**src/rtl/dl_shift_pkg.sv**
```systemverilog
// Shared types and width helpers for the pipelined shift unit.
package dl_shift_pkg;

   typedef enum logic [1:0] {
      SHIFT_SLL  = 2'b00,
      SHIFT_SRL  = 2'b01,
      SHIFT_SRA  = 2'b10,
      SHIFT_PASS = 2'b11
   } shift_op_t;

   // Width of a shift amount able to address every bit of an n-bit operand.
   function automatic int shift_bits(input int n);
      return (n <= 2) ? 1 : $clog2(n);
   endfunction

endpackage

```
**src/rtl/dl_shift_pipe_if.sv**
```systemverilog
// Operand/result bus of the shift pipe: request side (in_*) and result side (out_*).
// Handshake: a transfer happens on a rising edge where valid && ready; the sender
// holds its payload stable while valid && !ready, and valid never waits on ready.
interface dl_shift_pipe_if
   import dl_shift_pkg::*;
#(
   parameter int NUM_BITS = 32,
   parameter int TAG_BITS = 4
) ();

   localparam int NUM_SHIFT_BITS = shift_bits(NUM_BITS);

   logic                      in_valid;
   logic                      in_ready;
   shift_op_t                 in_op;
   logic [NUM_BITS-1:0]       in_data;
   logic [NUM_SHIFT_BITS-1:0] in_shamt;
   logic [TAG_BITS-1:0]       in_tag;

   logic                      out_valid;
   logic                      out_ready;
   logic [NUM_BITS-1:0]       out_data;
   logic [TAG_BITS-1:0]       out_tag;
   logic                      out_zero;

   modport master (
      output in_valid, in_op, in_data, in_shamt, in_tag, out_ready,
      input  in_ready, out_valid, out_data, out_tag, out_zero
   );

   modport slave (
      input  in_valid, in_op, in_data, in_shamt, in_tag, out_ready,
      output in_ready, out_valid, out_data, out_tag, out_zero
   );

endinterface

```
**src/rtl/dl_shift_core.sv**
```systemverilog
// Combinational barrel shifter: logical left/right, arithmetic right, or pass-through.
module dl_shift_core
   import dl_shift_pkg::*;
#(
   parameter int NUM_BITS       = 32,
   parameter int NUM_SHIFT_BITS = shift_bits(NUM_BITS)
) (
   input  shift_op_t                 op,
   input  logic [NUM_BITS-1:0]       data,
   input  logic [NUM_SHIFT_BITS-1:0] shamt,
   output logic [NUM_BITS-1:0]       result
);

   always_comb begin
      result = data;
      unique case (op)
         SHIFT_SLL:  result = data << shamt;
         SHIFT_SRL:  result = data >> shamt;
         SHIFT_SRA:  result = $unsigned($signed(data) >>> shamt);
         SHIFT_PASS: result = data;
         default:    result = data;
      endcase
   end

endmodule

```
**src/rtl/dl_shift_pipe.sv**
```systemverilog
// Two-stage shift unit: stage 1 registers the request, stage 2 registers the
// shifted result, its tag and a zero flag. Stalls propagate back via in_ready.
module dl_shift_pipe
   import dl_shift_pkg::*;
#(
   parameter int NUM_BITS = 32,
   parameter int TAG_BITS = 4
) (
   input  logic              clk,
   input  logic              rst_n,
   dl_shift_pipe_if.slave    bus
);

   localparam int NUM_SHIFT_BITS = shift_bits(NUM_BITS);

   logic                      s1_valid;
   shift_op_t                 s1_op;
   logic [NUM_BITS-1:0]       s1_data;
   logic [NUM_SHIFT_BITS-1:0] s1_shamt;
   logic [TAG_BITS-1:0]       s1_tag;

   logic                      s2_valid;
   logic [NUM_BITS-1:0]       s2_data;
   logic [TAG_BITS-1:0]       s2_tag;
   logic                      s2_zero;

   logic                      s2_adv;
   logic                      s1_adv;
   logic                      in_fire;
   logic [NUM_BITS-1:0]       shift_res;

   // in_ready depends combinationally on out_ready so a full pipe can still
   // take a new op in the same cycle it hands one downstream.
   assign s2_adv       = !s2_valid || bus.out_ready;
   assign s1_adv       = s1_valid && s2_adv;
   assign bus.in_ready = rst_n && (!s1_valid || s2_adv);
   assign in_fire      = bus.in_valid && bus.in_ready;

   dl_shift_core #(
      .NUM_BITS       (NUM_BITS),
      .NUM_SHIFT_BITS (NUM_SHIFT_BITS)
   ) u_core (
      .op     (s1_op),
      .data   (s1_data),
      .shamt  (s1_shamt),
      .result (shift_res)
   );

   always_ff @(posedge clk or negedge rst_n) begin
      if (!rst_n) begin
         s1_valid <= 1'b0;
         s1_op    <= SHIFT_SLL;
         s1_data  <= '0;
         s1_shamt <= '0;
         s1_tag   <= '0;
         s2_valid <= 1'b0;
         s2_data  <= '0;
         s2_tag   <= '0;
         s2_zero  <= 1'b1;
      end else begin
         if (in_fire) begin
            s1_op    <= bus.in_op;
            s1_data  <= bus.in_data;
            s1_shamt <= bus.in_shamt;
            s1_tag   <= bus.in_tag;
         end
         s1_valid <= in_fire ? 1'b1 : (s1_adv ? 1'b0 : s1_valid);

         if (s1_adv) begin
            s2_data <= shift_res;
            s2_tag  <= s1_tag;
            s2_zero <= (shift_res == '0);
         end
         s2_valid <= s1_adv ? 1'b1 : (bus.out_ready ? 1'b0 : s2_valid);
      end
   end

   assign bus.out_valid = s2_valid;
   assign bus.out_data  = s2_data;
   assign bus.out_tag   = s2_tag;
   assign bus.out_zero  = s2_zero;

endmodule

```
**src/flat_wrapper.sv**
```systemverilog
// flat-port wrapper written by rule: the top's interface ports become plain ports
module dl_shift_pipe_flat import dl_shift_pkg::*;
#(
   parameter int NUM_BITS = 32,
   parameter int TAG_BITS = 4
)
  (clk, rst_n, bus_in_valid, bus_in_op, bus_in_data, bus_in_shamt, bus_in_tag, bus_out_ready, bus_in_ready, bus_out_valid, bus_out_data, bus_out_tag, bus_out_zero);
  dl_shift_pipe_if #(.NUM_BITS(NUM_BITS), .TAG_BITS(TAG_BITS)) bus_i ();
  input  logic clk;
  input  logic rst_n;
  input wire logic [$bits(bus_i.in_valid)-1:0] bus_in_valid;
  input wire logic [$bits(bus_i.in_op)-1:0] bus_in_op;
  input wire logic [$bits(bus_i.in_data)-1:0] bus_in_data;
  input wire logic [$bits(bus_i.in_shamt)-1:0] bus_in_shamt;
  input wire logic [$bits(bus_i.in_tag)-1:0] bus_in_tag;
  input wire logic [$bits(bus_i.out_ready)-1:0] bus_out_ready;
  output wire logic [$bits(bus_i.in_ready)-1:0] bus_in_ready;
  output wire logic [$bits(bus_i.out_valid)-1:0] bus_out_valid;
  output wire logic [$bits(bus_i.out_data)-1:0] bus_out_data;
  output wire logic [$bits(bus_i.out_tag)-1:0] bus_out_tag;
  output wire logic [$bits(bus_i.out_zero)-1:0] bus_out_zero;
  assign bus_i.in_valid = bus_in_valid;
  assign bus_i.in_op = bus_in_op;
  assign bus_i.in_data = bus_in_data;
  assign bus_i.in_shamt = bus_in_shamt;
  assign bus_i.in_tag = bus_in_tag;
  assign bus_i.out_ready = bus_out_ready;
  assign bus_in_ready = bus_i.in_ready;
  assign bus_out_valid = bus_i.out_valid;
  assign bus_out_data = bus_i.out_data;
  assign bus_out_tag = bus_i.out_tag;
  assign bus_out_zero = bus_i.out_zero;
  dl_shift_pipe #(.NUM_BITS(NUM_BITS), .TAG_BITS(TAG_BITS)) u_core (.clk(clk), .rst_n(rst_n), .bus(bus_i));
endmodule
```
**config.mk**
```make
export PLATFORM = sky130hd
export DESIGN_NAME = dl_shift_pipe_flat
export DESIGN_NICKNAME = d
export VERILOG_FILES = /design/src/rtl/dl_shift_pkg.sv /design/src/rtl/dl_shift_pipe_if.sv /design/src/rtl/dl_shift_core.sv /design/src/rtl/dl_shift_pipe.sv /design/src/flat_wrapper.sv
export SDC_FILE = /design/constraint.sdc
export NUM_CORES = 1
export LEC_CHECK = 0
export CAP_MARGIN = 30
export CORE_ASPECT_RATIO = 0.75
export CORE_MARGIN = 3
export CORE_UTILIZATION = 31
export CTS_CLUSTER_SIZE = 16
export DETAILED_ROUTE_END_ITERATION = 6
export PLACE_DENSITY = 0.57
export REMOVE_ABC_BUFFERS = 1
export SLEW_MARGIN = 10
export SYNTH_ARGS = -nofsm -noshare
export SYNTH_HDL_FRONTEND = slang
export SYNTH_HIERARCHICAL = 1
export SYNTH_SLANG_ARGS = --single-unit
```
**constraint.sdc**
```tcl
create_clock -name clk -period 2.5 [get_ports clk]
set_clock_uncertainty 0.15 [all_clocks]
set_input_delay 0.25 -clock clk [delete_from_list [all_inputs] [get_ports clk]]
set_output_delay 0.25 -clock clk [all_outputs]
set_load 0.01 [all_outputs]
```
==> results.md, run 1 <==
- For this run, the share of the core covered by cells in the final layout is between 50% and 60%.
- The routed design has approximately 43000 microns of wire.
- Cells with a size suffix above 1 make up 54.4% of the layout.
- At the end of the flow, the number of nets in the layout was 1267.
- The TritonCTS buffer count is 9.
- CTS built an H-tree with a depth of 3.
- The floorplan has 51 rows.
- The transition time at the pin with the least slew margin is about 900 ps.
- The aggregate global routing overflow is 0.
- The summed negative setup slack over all endpoints is -15120 ps.
- The number of violations reported at the end of detailed-routing iteration 0 is 1089.
- The first global-routing pass estimated approximately 63000 microns of wire.
- TritonCTS built the clock tree.
- Each instance of the synthesized netlist takes up on average between 9 and 10 sq um.
- The detailed-placement wirelength estimate is ~34000 microns.
- For this run, design rule violations remaining after detail routing come to 0.
- The final hold violation count is 0.
- STA classifies the critical path startpoint as a register.
- Across the run, the number of max-cap violations was 0.
- The floorplan step defined a die boundary enclosing 28900 sq um.
- Relative to the synthesized area, the layout overhead comes to 57.9%.
- The post-synth design cell area is 8340 sq um.
- For this run, the number of standard cells in the final layout without fillers is 1569.
- The post-synthesis instance total is 835.
- The effective utilization at floorplan is between 30% and 40%.
- Headroom to the max-slew limit came out at slightly above 40%.
- Final hold analysis gives a worst-case slack of approximately 340 ps.
- In this run, synthesis inferred 0 flip-flops with an integrated enable.
- The die outline height is about 150 microns.
- The post-CTS clock slew at the launch and capture registers of the worst setup and hold paths is ~70 ps.
- The analysis attributes to cell leakage a power of 5.69 nW.
- The aggregate global-route resource usage is ~29%.
- The min-delay analysis places its worst path in the category in2reg.
- The routed layout has roughly 9200 vias.
- The shortest clock period the worst path allows after layout is 3380 ps.
- The initial antenna violation count was 0.
- The number of sinks on the clock net is 82.
- The first detailed-routing pass took 7 iterations.
- The critical path in this run is classified as reg2reg.
- The root buffer cell chosen for the clock tree is sky130_fd_sc_hd__clkbuf_16.
- Setup slack on the critical path of the routed design comes to -877 ps.
- The final routed wire length divided by cell count is about 27 microns.
- The antenna diode instance count is 0.
- In the synthesized netlist the dominant register cell turns out to be sky130_fd_sc_hd__dfrtp_1.
- The number of global-route vias before repair was slightly above 9000.
- At the worst endpoint, the required time is around 2600 ps.
- The worst setup path is captured at a register.
- Counting the fill cells in the layout gives 2462.
- The number of setup violations in the final report is 33.
- 86 I/O pins were placed.
- The congestion estimate from routability-driven global placement came to 1.01.
- The maximum clock path buffer count is 2.
- For this run, the top clock speed supported by timing is between 200 and 300 MHz.
- The core region is roughly 26000 sq um.
- For this run, the number of Yosys warnings is 6.
- In this run the worst path has a maximum fanout of 5.
- Power spread over the standard cell area amounts to roughly 900 nW/um^2.
- The post-placement cell count is roughly 1500.
- The flow ran to the end, but the final reports show violations.
- The post-synthesis register bit count is 82.
- At the later pin of the worst-skew pair, clock insertion delay measures between 300 and 400 ps.
- The chip width is 195 microns.
- The fraction of the cycle the final worst path needs is 135%.
- The count of final max-slew check failures came to 0.
- Using the TritonRoute via totals, the vias-per-cell ratio works out to approximately 6.
- Setup repair after global routing could not meet its margin everywhere.
- Once detail routing completed, the nets flagged for antenna violations numbered 0.
- The unique cell type count in the Yosys netlist is 76.
- The final reports fail on negative setup slack.
- Across the VDD grid, the largest voltage drop is between 0.0004 and 0.0005 V.
- The post-route total power is 0.0119 W.
- After synthesis, the share of flip-flops with an asynchronous set or reset is 100%.
- For this run, the register share of the synthesized area comes to roughly a quarter.
- The arrival time reported for the critical path endpoint is about 3500 ps.
- The maximum number of pins on one net before global-route repair is 49.
- The count of port buffers added during placement is 85.
-- per-stage QoR --
step | setup WS [ps] | instance area, sq um
finish | -877 | 13200
detailed placement | -1240 | 11800
global route | -947 | 13200
global placement | -1290 | 11800
floorplan | -2840 | 7730
CTS | -757 | 12900
-- worst paths after layout --
path,from,endpoint,slack [ps],cells past startpoint
max,u_core/s1_shamt[0],u_core/bus.out_zero,-880,9
min,bus_in_data[23],u_core/s1_data[23],340,2
max reg2reg,u_core/s1_shamt[0],u_core/bus.out_zero,-880,9
min reg2reg,u_core/s1_tag[0],u_core/s1_tag[0],340,1
max in group asynchronous,rst_n,u_core/s1_shamt[0],1140,3
min in group asynchronous,rst_n,u_core/s1_data[31],440,3
-- synthesized netlist by cell type, types with 5 or more instances --
cell type                   number  share of area, %
sky130_fd_sc_hd__mux2i_1        37               4.4
sky130_fd_sc_hd__a2111oi_0       5              0.52
sky130_fd_sc_hd__a31oi_1         7              0.52
sky130_fd_sc_hd__and3_1          5              0.37
sky130_fd_sc_hd__nor3_1         16              0.96
sky130_fd_sc_hd__o32ai_1         7              0.73
sky130_fd_sc_hd__mux2_4          6               1.1
sky130_fd_sc_hd__clkbuf_1       39               1.8
sky130_fd_sc_hd__o31ai_1         5              0.45
sky130_fd_sc_hd__buf_4           5              0.45
sky130_fd_sc_hd__a21oi_1        37               2.2
sky130_fd_sc_hd__a211o_1         5              0.52
sky130_fd_sc_hd__o22ai_1         9              0.67
sky130_fd_sc_hd__nand2b_1       10              0.75
sky130_fd_sc_hd__buf_6          18               2.4
sky130_fd_sc_hd__mux4_1         12               3.8
sky130_fd_sc_hd__inv_1           9              0.40
sky130_fd_sc_hd__a221oi_1        6              0.63
sky130_fd_sc_hd__o21ai_0        13              0.78
sky130_fd_sc_hd__o211ai_1       14               1.3
sky130_fd_sc_hd__nor4_1         12              0.90
sky130_fd_sc_hd__nor2_1         63               2.8
sky130_fd_sc_hd__dfrtp_1        81                24
sky130_fd_sc_hd__a222oi_1        6              0.72
sky130_fd_sc_hd__a22oi_1        15               1.3
sky130_fd_sc_hd__mux4_2         52                14
sky130_fd_sc_hd__buf_2          24               1.4
sky130_fd_sc_hd__mux2_2        103                14
sky130_fd_sc_hd__a211oi_1        8              0.72
sky130_fd_sc_hd__nor3b_1         5              0.45
sky130_fd_sc_hd__nand2_1        84               3.8
sky130_fd_sc_hd__nand3_1        23               1.4
sky130_fd_sc_hd__nand4_1         5              0.37
sky130_fd_sc_hd__nor2b_1        11              0.83
sky130_fd_sc_hd__buf_1           6              0.27
-- power breakdown --
group,internal (W),leakage [nW],switching [W]
clock network,0.000779,0.141,0.000610
registers,0.00172,0.982,0.000391
logic,0.00438,4.57,0.00398
total,0.00688,5.69,0.00498
-- registers in the layout (all words and copies together) (netlist names) --
name	cells
u_core/bus.out_data	32
u_core/bus.out_tag	4
u_core/bus.out_valid	1
u_core/bus.out_zero	1
u_core/s1_data	32
u_core/s1_op	2
u_core/s1_shamt	5
u_core/s1_tag	4
u_core/s1_valid	1
-- kinds of logic after synthesis --
group	share of synthesized area [%]
and+or+nand+nor	14.8
muxes	37.2
buffers and inverters	7.74
xor gates and xnor gates	0.210
DFF	24.6
AOI/OAI and AO/OA	15.4
-- layer usage --
layer	vias to the layer above	share of wire [%]	wire, microns	track usage (%)
met4	0	2.7	1170	7.94
met3	67	10	4390	7.74
met2	538	42	18100	42.7
li1	4012	-	-	-
met5	-	0	0	0
met1	4606	45	19100	43.1
-- final cells by class --
type | count | area [sq um] | share of cell area (%)
clock buffer | 12 | 236 | 1.80
clock inverter | 4 | 52.6 | 0.399
inverter | 10 | 37.5 | 0.285
multi-input combinational | 645 | 6200 | 47.1
sequential | 82 | 2060 | 15.6
tap | 344 | 430 | 3.27
timing repair buffer | 472 | 4150 | 31.5
-- critical path: stages, from the launching register on --
cell and delay, ps:
sky130_fd_sc_hd__dfrtp_4 570, sky130_fd_sc_hd__buf_6 170, sky130_fd_sc_hd__mux2_4 300, sky130_fd_sc_hd__mux4_2 550
sky130_fd_sc_hd__buf_6 160, sky130_fd_sc_hd__a222oi_1 490, sky130_fd_sc_hd__o21ai_1 200, sky130_fd_sc_hd__nor4_2 350
sky130_fd_sc_hd__nand4_1 160, sky130_fd_sc_hd__o31ai_2 200
-- cell usage in the layout (no fill, tap or decap), types with 8 or more instances in the layout --
| cell | instances |
|---|---|
| sky130_fd_sc_hd__mux2_4 | 15 |
| sky130_fd_sc_hd__buf_4 | 338 |
| sky130_fd_sc_hd__nor2_1 | 53 |
| sky130_fd_sc_hd__mux2i_1 | 30 |
| sky130_fd_sc_hd__a21oi_1 | 31 |
| sky130_fd_sc_hd__nor2b_1 | 11 |
| sky130_fd_sc_hd__o211ai_1 | 14 |
| sky130_fd_sc_hd__clkbuf_16 | 9 |
| sky130_fd_sc_hd__nor3_1 | 14 |
| sky130_fd_sc_hd__mux2_2 | 94 |
| sky130_fd_sc_hd__nand3_1 | 18 |
| sky130_fd_sc_hd__nand2b_1 | 9 |
| sky130_fd_sc_hd__clkdlybuf4s50_1 | 84 |
| sky130_fd_sc_hd__mux4_2 | 57 |
| sky130_fd_sc_hd__o21ai_0 | 9 |
| sky130_fd_sc_hd__nand2_1 | 77 |
| sky130_fd_sc_hd__buf_6 | 27 |
| sky130_fd_sc_hd__buf_12 | 18 |
| sky130_fd_sc_hd__nor2_2 | 8 |
| sky130_fd_sc_hd__a22oi_1 | 9 |
| sky130_fd_sc_hd__dfrtp_1 | 77 |
| sky130_fd_sc_hd__inv_1 | 9 |
-- repair_timing --
item                       in CTS  in global routing
gates resized for setup       103                 54
pin swaps                      26                 18
hold buffers                    1                  0
hold endpoints to repair       33                  0
gates cloned                    3                  0
setup buffers                  23                  7
setup endpoints to repair      33                 33
Note: power is estimated with default switching activity, not from simulation.
==> inputs of run 2 (changes only) <==
Settings changed: CTS_BUF_LIST set to sky130_fd_sc_hd__clkbuf_8.
==> run 2 against run 1 <==
Effect of this change:
- the flow still finishes with violations (negative setup slack)
- worst setup slack better by 50 ps
- global-route usage is 0.18 points lower
- fmax is 1.5% higher
- flip-flop and latch count unchanged
- total power fell by 1.3%
- utilization grew 0.47 points
- critical endpoint unchanged
- highest routed layer unchanged
==> results.md, run 2 (synthesis gave the netlist of run 1 again) <==
- TritonCTS built the clock tree.
- The number of vias after detailed routing is 9347 (+1.3%).
- The number of iterations in the first detailed-routing pass is 7 (unchanged).
- The transition time at the pin with the least slew margin is 966 ps (+77.9 ps).
- The leakage power summed over all cells was 5.74 nW (+0.96%).
- The number of violations reported at the end of detailed-routing iteration 0 came to 1003 (-7.9%).
- The TritonCTS buffer count is 9 (unchanged).
- The site row count came to 51 (unchanged).
- The routed wire length is 43100 microns (+0.70%).
- Setup repair after global routing could not meet its margin everywhere.
- Leaving out fill and tap cells, the most frequent cell in the layout is sky130_fd_sc_hd__buf_4.
- The number of global-route vias before repair is 9192 (-0.41%).
- The shortest clock period the worst path allows after layout was 3330 ps (-49.7 ps).
- The setup slack after placement is -1240 ps (unchanged).
- Traced cell by cell, the critical path runs through buf_12 > mux4_2 > buf_4 > mux2_4 > nand3_1 > nand3_1 > a211o_1 > nor4_4 > nand4_1 > o31ai_2.
- The count of final max-slew check failures is 0 (unchanged).
- The post-route total power is 0.0117 W (-1.3%).
- The remaining max-slew budget at the tightest pin was 35.1% (-5.2 points).
- The final routed wire length divided by cell count is 27.3 microns (about the same).
- The number of setup violations in the final report was 33 (unchanged).
- The aggregate global routing overflow is 0 (unchanged).
- Broken down by cell family, the worst path's largest delay share belongs to multiplexers.
- The longest individual stage delay on the worst path is 600 ps (+30 ps).
- The layout net count is 1279 (+0.95%).
- The number of I/O pins came to 86 (unchanged).
- The type of the tightest min-delay check is in2reg.
- The core footprint is 26200 sq um (unchanged).
- The post-placement cell count is 1519 (unchanged).
- The share of post-route cells with drive strength above 1 is 55.9% (+1.6 points).
- In this run the most critical hold path is launched from bus_in_data[23].
- The global placer's final weighted congestion came to 1.01 (unchanged).
- The cell chosen for the clock root is sky130_fd_sc_hd__clkbuf_8.
- The global-route wire length before repair came to 62300 microns (-0.77%).
- The initial antenna violation count is 0 (unchanged).
- The depth of the CTS H-tree is 3 (unchanged).
- The maximum clock path buffer count is 2 (unchanged).
- The chip width is 195 microns (unchanged).
- The worst setup path is captured at a register.
- The number of buffer and inverter instances along the worst setup path came to 2 (unchanged).
- The total DRC errors in the routed layout is 0 (unchanged).
- The post-CTS clock slew at the launch and capture registers of the worst setup and hold paths is 110 ps (+40 ps).
- The die area came to 28900 sq um (unchanged).
- The reg-to-reg critical path startpoint is u_core/s1_shamt[0].
- STA classifies the critical path startpoint as a register.
- The antenna diode instance count is 0 (unchanged).
- The die outline height is 148 microns (unchanged).
- The power per unit of standard cell area is 881 nW/um^2 (-2.2%).
- The aggregate global-route resource usage is 29.2% (-0.18 points).
- The number of non-filler instances in the completed layout is 1581 (+0.76%).
- The final worst setup slack is -828 ps (+49.7 ps).
- The peak clock frequency supported by timing is 301 MHz (+1.5%).
- Leaving out fill and tap cells, the most frequent cells in the layout are sky130_fd_sc_hd__buf_4, sky130_fd_sc_hd__mux2_2, sky130_fd_sc_hd__clkdlybuf4s50_1, sky130_fd_sc_hd__dfrtp_1, sky130_fd_sc_hd__nand2_1.
- The worst-case hold slack came to 296 ps (-49.4 ps).
- The library cell appearing most often on the critical path is sky130_fd_sc_hd__nand3_1.
- The critical path is of the reg2reg type.
- The ratio of routed vias to standard cells is 5.91 (+0.58%).
- From synthesis to final layout, the design area changed by 59.4%.
- The required arrival time at the worst endpoint was 2680 ps (+50 ps).
- The final hold violation count is 0 (unchanged).
- The peak fanout along the critical path is 9 (+4).
- The worst voltage drop across the vdd grid is 0.000405 V (-6.6%).
- The detailed-placement wirelength estimate is 33700 microns (unchanged).
- The flow ran to the end, but the final reports show violations.
- The final reports fail on negative setup slack.
- The clock latency at the later pin of the worst-skew pair is 410 ps (+50 ps).
- The effective utilization at floorplan is 31.8% (unchanged).
- The count of port buffers added during placement is 85 (unchanged).
- The number of max-cap violations is 0 (unchanged).
- The slowest stage cell on the critical path is sky130_fd_sc_hd__mux4_2.
- The post-detailed-route count of antenna-violating nets was 0 (unchanged).
- The maximum number of pins on one net before global-route repair was 49 (unchanged).
- The arrival time reported for the critical path endpoint is 3510 ps (about the same).
- The fraction of the cycle the final worst path needs is 133% (-2.0 points).
- The number of sinks on the clock net is 82 (unchanged).
- The launch point of the critical path is u_core/s1_shamt[0].
-- run 2: cell types whose count changed in the layout (fill, tap and decap cells not counted), sizes merged --
cell	change
clkbuf	-2
buf	+11
inv	+3
-- run 2: what timing repair did --
item / in CTS / in global routing
gates resized for setup: 95 / 95
pin swaps: 32 / 30
gates cloned: 3 / 1
endpoints found under the setup margin: 33 / 33
hold buffers: 1 / 0
buffers inserted: 22 / 19
hold endpoints to repair: 81 / 0
-- run 2: layout make-up --
class                           count  area [sq um]
Inverter                           10          37.5
Sequential cell                    82          2060
Fill cell                        2455         12900
Tap cell                          344           430
Multi-Input combinational cell    645          6270
Clock inverter                      7          63.8
Timing Repair Buffer              484          4300
Clock buffer                        9           124
-- run 2: per-layer routing --
| metal | global-route usage [%] | up-vias | part of all wire (%) |
|---|---|---|---|
| li1 | - | 4035 | - |
| met1 | 43.1 | 4654 | 44 |
| met2 | 41.8 | 594 | 43 |
| met3 | 7.43 | 64 | 11 |
| met4 | 8.94 | 0 | 2.6 |
| met5 | 0 | - | 0 |
-- run 2: through the flow --
stage / utilization [%] / TNS, ps / instance area, sq um
floorplan: - / -79910 / 7730
global placement: 45.2 / -16390 / 11800
detailed placement: 45.2 / -16100 / 11800
CTS: 48.5 / -14160 / 12700
global route: 50.7 / -17540 / 13300
finish: 50.7 / -15670 / 13300
-- run 2: worst paths after layout --
| kind | slack [ps] | cells after the start | endpoint |
|---|---|---|---|
| min reg2reg | 360 | 1 | u_core/s1_tag[0] |
| max reg2reg | -830 | 10 | u_core/bus.out_zero |
| min | 300 | 2 | u_core/s1_data[23] |
| max in group asynchronous | 1180 | 3 | u_core/s1_shamt[0] |
| min in group asynchronous | 390 | 3 | u_core/s1_data[31] |
| max | -830 | 10 | u_core/bus.out_zero |
-- run 2: worst reg2reg max path: stages, from the launching register on --
cell                      delay, ps
sky130_fd_sc_hd__dfrtp_4        530
sky130_fd_sc_hd__buf_12         200
sky130_fd_sc_hd__mux4_2         610
sky130_fd_sc_hd__buf_4          180
sky130_fd_sc_hd__mux2_4         290
sky130_fd_sc_hd__nand3_1         80
sky130_fd_sc_hd__nand3_1         80
sky130_fd_sc_hd__a211o_1        340
sky130_fd_sc_hd__nor4_4         290
sky130_fd_sc_hd__nand4_1        250
sky130_fd_sc_hd__o31ai_2        250
-- run 2: report_power, final --
| part | total (W) | switching [W] | internal (W) |
|---|---|---|---|
| clock network | 0.00103 | 0.000581 | 0.000454 |
| registers | 0.00211 | 0.000391 | 0.00172 |
| logic | 0.00857 | 0.00406 | 0.00451 |
| total | 0.0117 | 0.00503 | 0.00669 |
==> RTL edit, RTL diff (settings of run 1) <==
Reset style: synchronous (`rst_n`), changed in one clocked block.
--- a/src/rtl/dl_shift_pipe.sv
+++ b/src/rtl/dl_shift_pipe.sv
@@ -46,7 +46,7 @@
       .result (shift_res)
    );
 
-   always_ff @(posedge clk or negedge rst_n) begin
+   always_ff @(posedge clk) begin
       if (!rst_n) begin
          s1_valid <= 1'b0;
          s1_op    <= SHIFT_SLL;
Function: differs if rst_n is asserted again (counterexample within 4 cycles, from zero or initial values and one cycle with rst_n low); with rst_n held inactive, the same outputs for 4 cycles.
==> RTL edit against run 1 <==
The run still ends with negative setup slack left; worst setup slack better by 160 ps; count of clock-buffer cells in the layout down 2; area after synthesis up 2.0%; first-iteration DRC count down 10%; worst hold slack worse by 88 ps; routed wire length up 6.9%; cell area up 3.2%; utilization up 1.1 points; sequential cell count unchanged.
Power is not compared: it rests on default switching activity, and its combinational part moved more than twofold at a synthesized area within 25%.
==> RTL edit: results (changes against run 1) <==
Sw Pwr=0.002629 W; first element of the critical path=u_core/s1_shamt[0]; number of antenna violations at the first check in global routing=0 (unchanged); Post-Place Cell Area=11,940 µm² (+0.78%); number of search-and-repair iterations in the first detailed-routing pass=5 (-2); maximum number of pins on one net before global-route repair=69 (+41%); routed length per placed instance=26.20 µm (-3.9%); violations in the final reports=negative setup slack; final number of setup-violating endpoints=33 (unchanged); total number of nets in the final design=1,444 (+14%); Total Negative Setup Slacks=-9183 ps (+5933 ps); sum of net half-perimeters after detailed placement=36,080 µm (+7.0%); number of flops mapped to enable cells by yosys=0 (unchanged); PnR worst setup slack=-714.8 ps (+162.5 ps); number of buffers inserted by port buffering=85 (unchanged); transition time of the tightest slew-check pin=704.9 ps (-183.1 ps); wire length of the first global-routing pass=66,360 µm (+5.6%); leading register cell type out of synthesis=dfxtp_1; share of layout cells above drive strength 1=44.51% (-9.9 points); worst endpoint data arrival time=3340 ps (-170 ps); Worst-path clk slew=70 ps (about the same); Commonest cells post-synth=nand2_1 (127), dfxtp_1 (82), mux2i_1 (80); maximum root-to-sink buffer count=2 (unchanged); GR Util All Layers=30.60% (+1.2 points); latest clock arrival within the worst-skew pair=370 ps; final estimated routing congestion in global placement=1.007 (-0.63%); total leakage power=5.793 nW; count of yosys warnings during synthesis=6 (unchanged); root buf cell=clkbuf_16; via count of the first global-routing pass=9,970 (+8.0%); worst vdd ir=339.7 µV; type of the most critical hold path=primary input to flop; antenna diode instance count=0 (unchanged); largest fanout of any net on the critical path=7 (+2); post-synthesis cell type count=73 (-3.9%); Async SR Flop Fraction=0% (-100 points); maximum level of the CTS H-tree=3 (unchanged); post-synthesis sequential area ratio=19.29% (-5.3 points); run status=finished, violations left; setup slack at placement=-1055 ps (+184.7 ps); hold path startpoint=bus_in_data[18]; clock buffer count from CTS=9 (unchanged); largest cells by area after synthesis=dfxtp_1 (19%), mux4_2 (14%), mux2i_1 (9.4%); Starting DRT DRC Count=978 (-10%); routed via count divided by cell count=5.884 (about the same)
[RTL edit: changes by cell type in the layout (fill, tap and decap cells not counted), moves of 15 or more]
| cell | delta |
|---|---|
| dfxtp_1 | +78 |
| dfrtp_1 | -77 |
| mux2_2 | -74 |
| nand2_1 | +45 |
| mux2i_1 | +43 |
| inv_1 | +42 |
| o21ai_1 | +39 |
| a21boi_1 | +37 |
| nand3_1 | +27 |
| buf_4 | +15 |
[RTL edit: worst paths after layout]
check             cells past startpoint  slack, ps                   to
hold reg to reg                       2        310     u_core/s1_tag[0]
setup reg to reg                     12       -710  u_core/bus.out_zero
hold / removal                        3        260   u_core/s1_data[18]
setup / recovery                     12       -710  u_core/bus.out_zero
[RTL edit: layer usage]
metal | share of wire [%] | GRT usage, % | up-vias
met4 | 2.8 | 7.799 | 0
met5 | 0 | 0 | -
li1 | - | - | 4544
met2 | 42 | 45.18 | 534
met3 | 9.1 | 7.180 | 75
met1 | 46 | 44.88 | 5120
[RTL edit: what timing repair did]
action                                  in CTS  in global routing
cloned                                       1                  0
buffers inserted                            45                 22
pin swaps                                   50                 34
endpoints found under the setup margin      33                 33
gates resized for setup                    148                 65
hold buffers                                 0                  0
[RTL edit: cells by family (layout without fill, tap and decap cells)]
logic type                after synthesis  count (layout)  synth area share (%)
and+or+nand+nor                       332             332                 17.96
AOI/OAI and AO/OA                     253             253                 20.72
buffers and inverters                 175             559                 10.97
muxes                                 174             174                 30.85
DFF                                    82              82                 19.29
xor gates and xnor gates                2               2                0.2059
[RTL edit: area by class of cell]
cell class	instances	area, µm²
Clock buffer	10	239.0
Clock inverter	6	73.82
Fill cell	2577	12890
Inverter	54	211.5
Multi-Input combinational cell	761	6719
Sequential cell	82	1654
Tap cell	344	430.4
Timing Repair Buffer	489	4267
[RTL edit: metrics by stage]
step           power [W]  cells
2_1_floorplan   0.002797    897
3_3_place_gp    0.004610   1682
3_5_place_dp    0.004586   1683
4_1_cts         0.006486   1737
5_1_grt         0.006906   1746
6_report        0.006665   1746
[RTL edit: power groups by stage]
stage	Clock [W]	Combinational (W)	Sequential (W)
floorplan	0	0.00113	0.00167
global placement	0	0.00306	0.00155
detailed placement	0	0.00303	0.00156
CTS	0.00153	0.00344	0.00152
global route	0.00155	0.00381	0.00154
finish	0.00148	0.00366	0.00153
[RTL edit: worst max-delay path, cell delays in order, from the launching register on]
cell and delay [ps]:
dfxtp_4 380, buf_12 130, buf_8 110, buf_12 120, buf_8 110, mux4_2 520, mux4_2 550, nand2_2 120
nand3_4 90, nor4_2 280, buf_4 160, nand4_1 150, o311ai_1 250
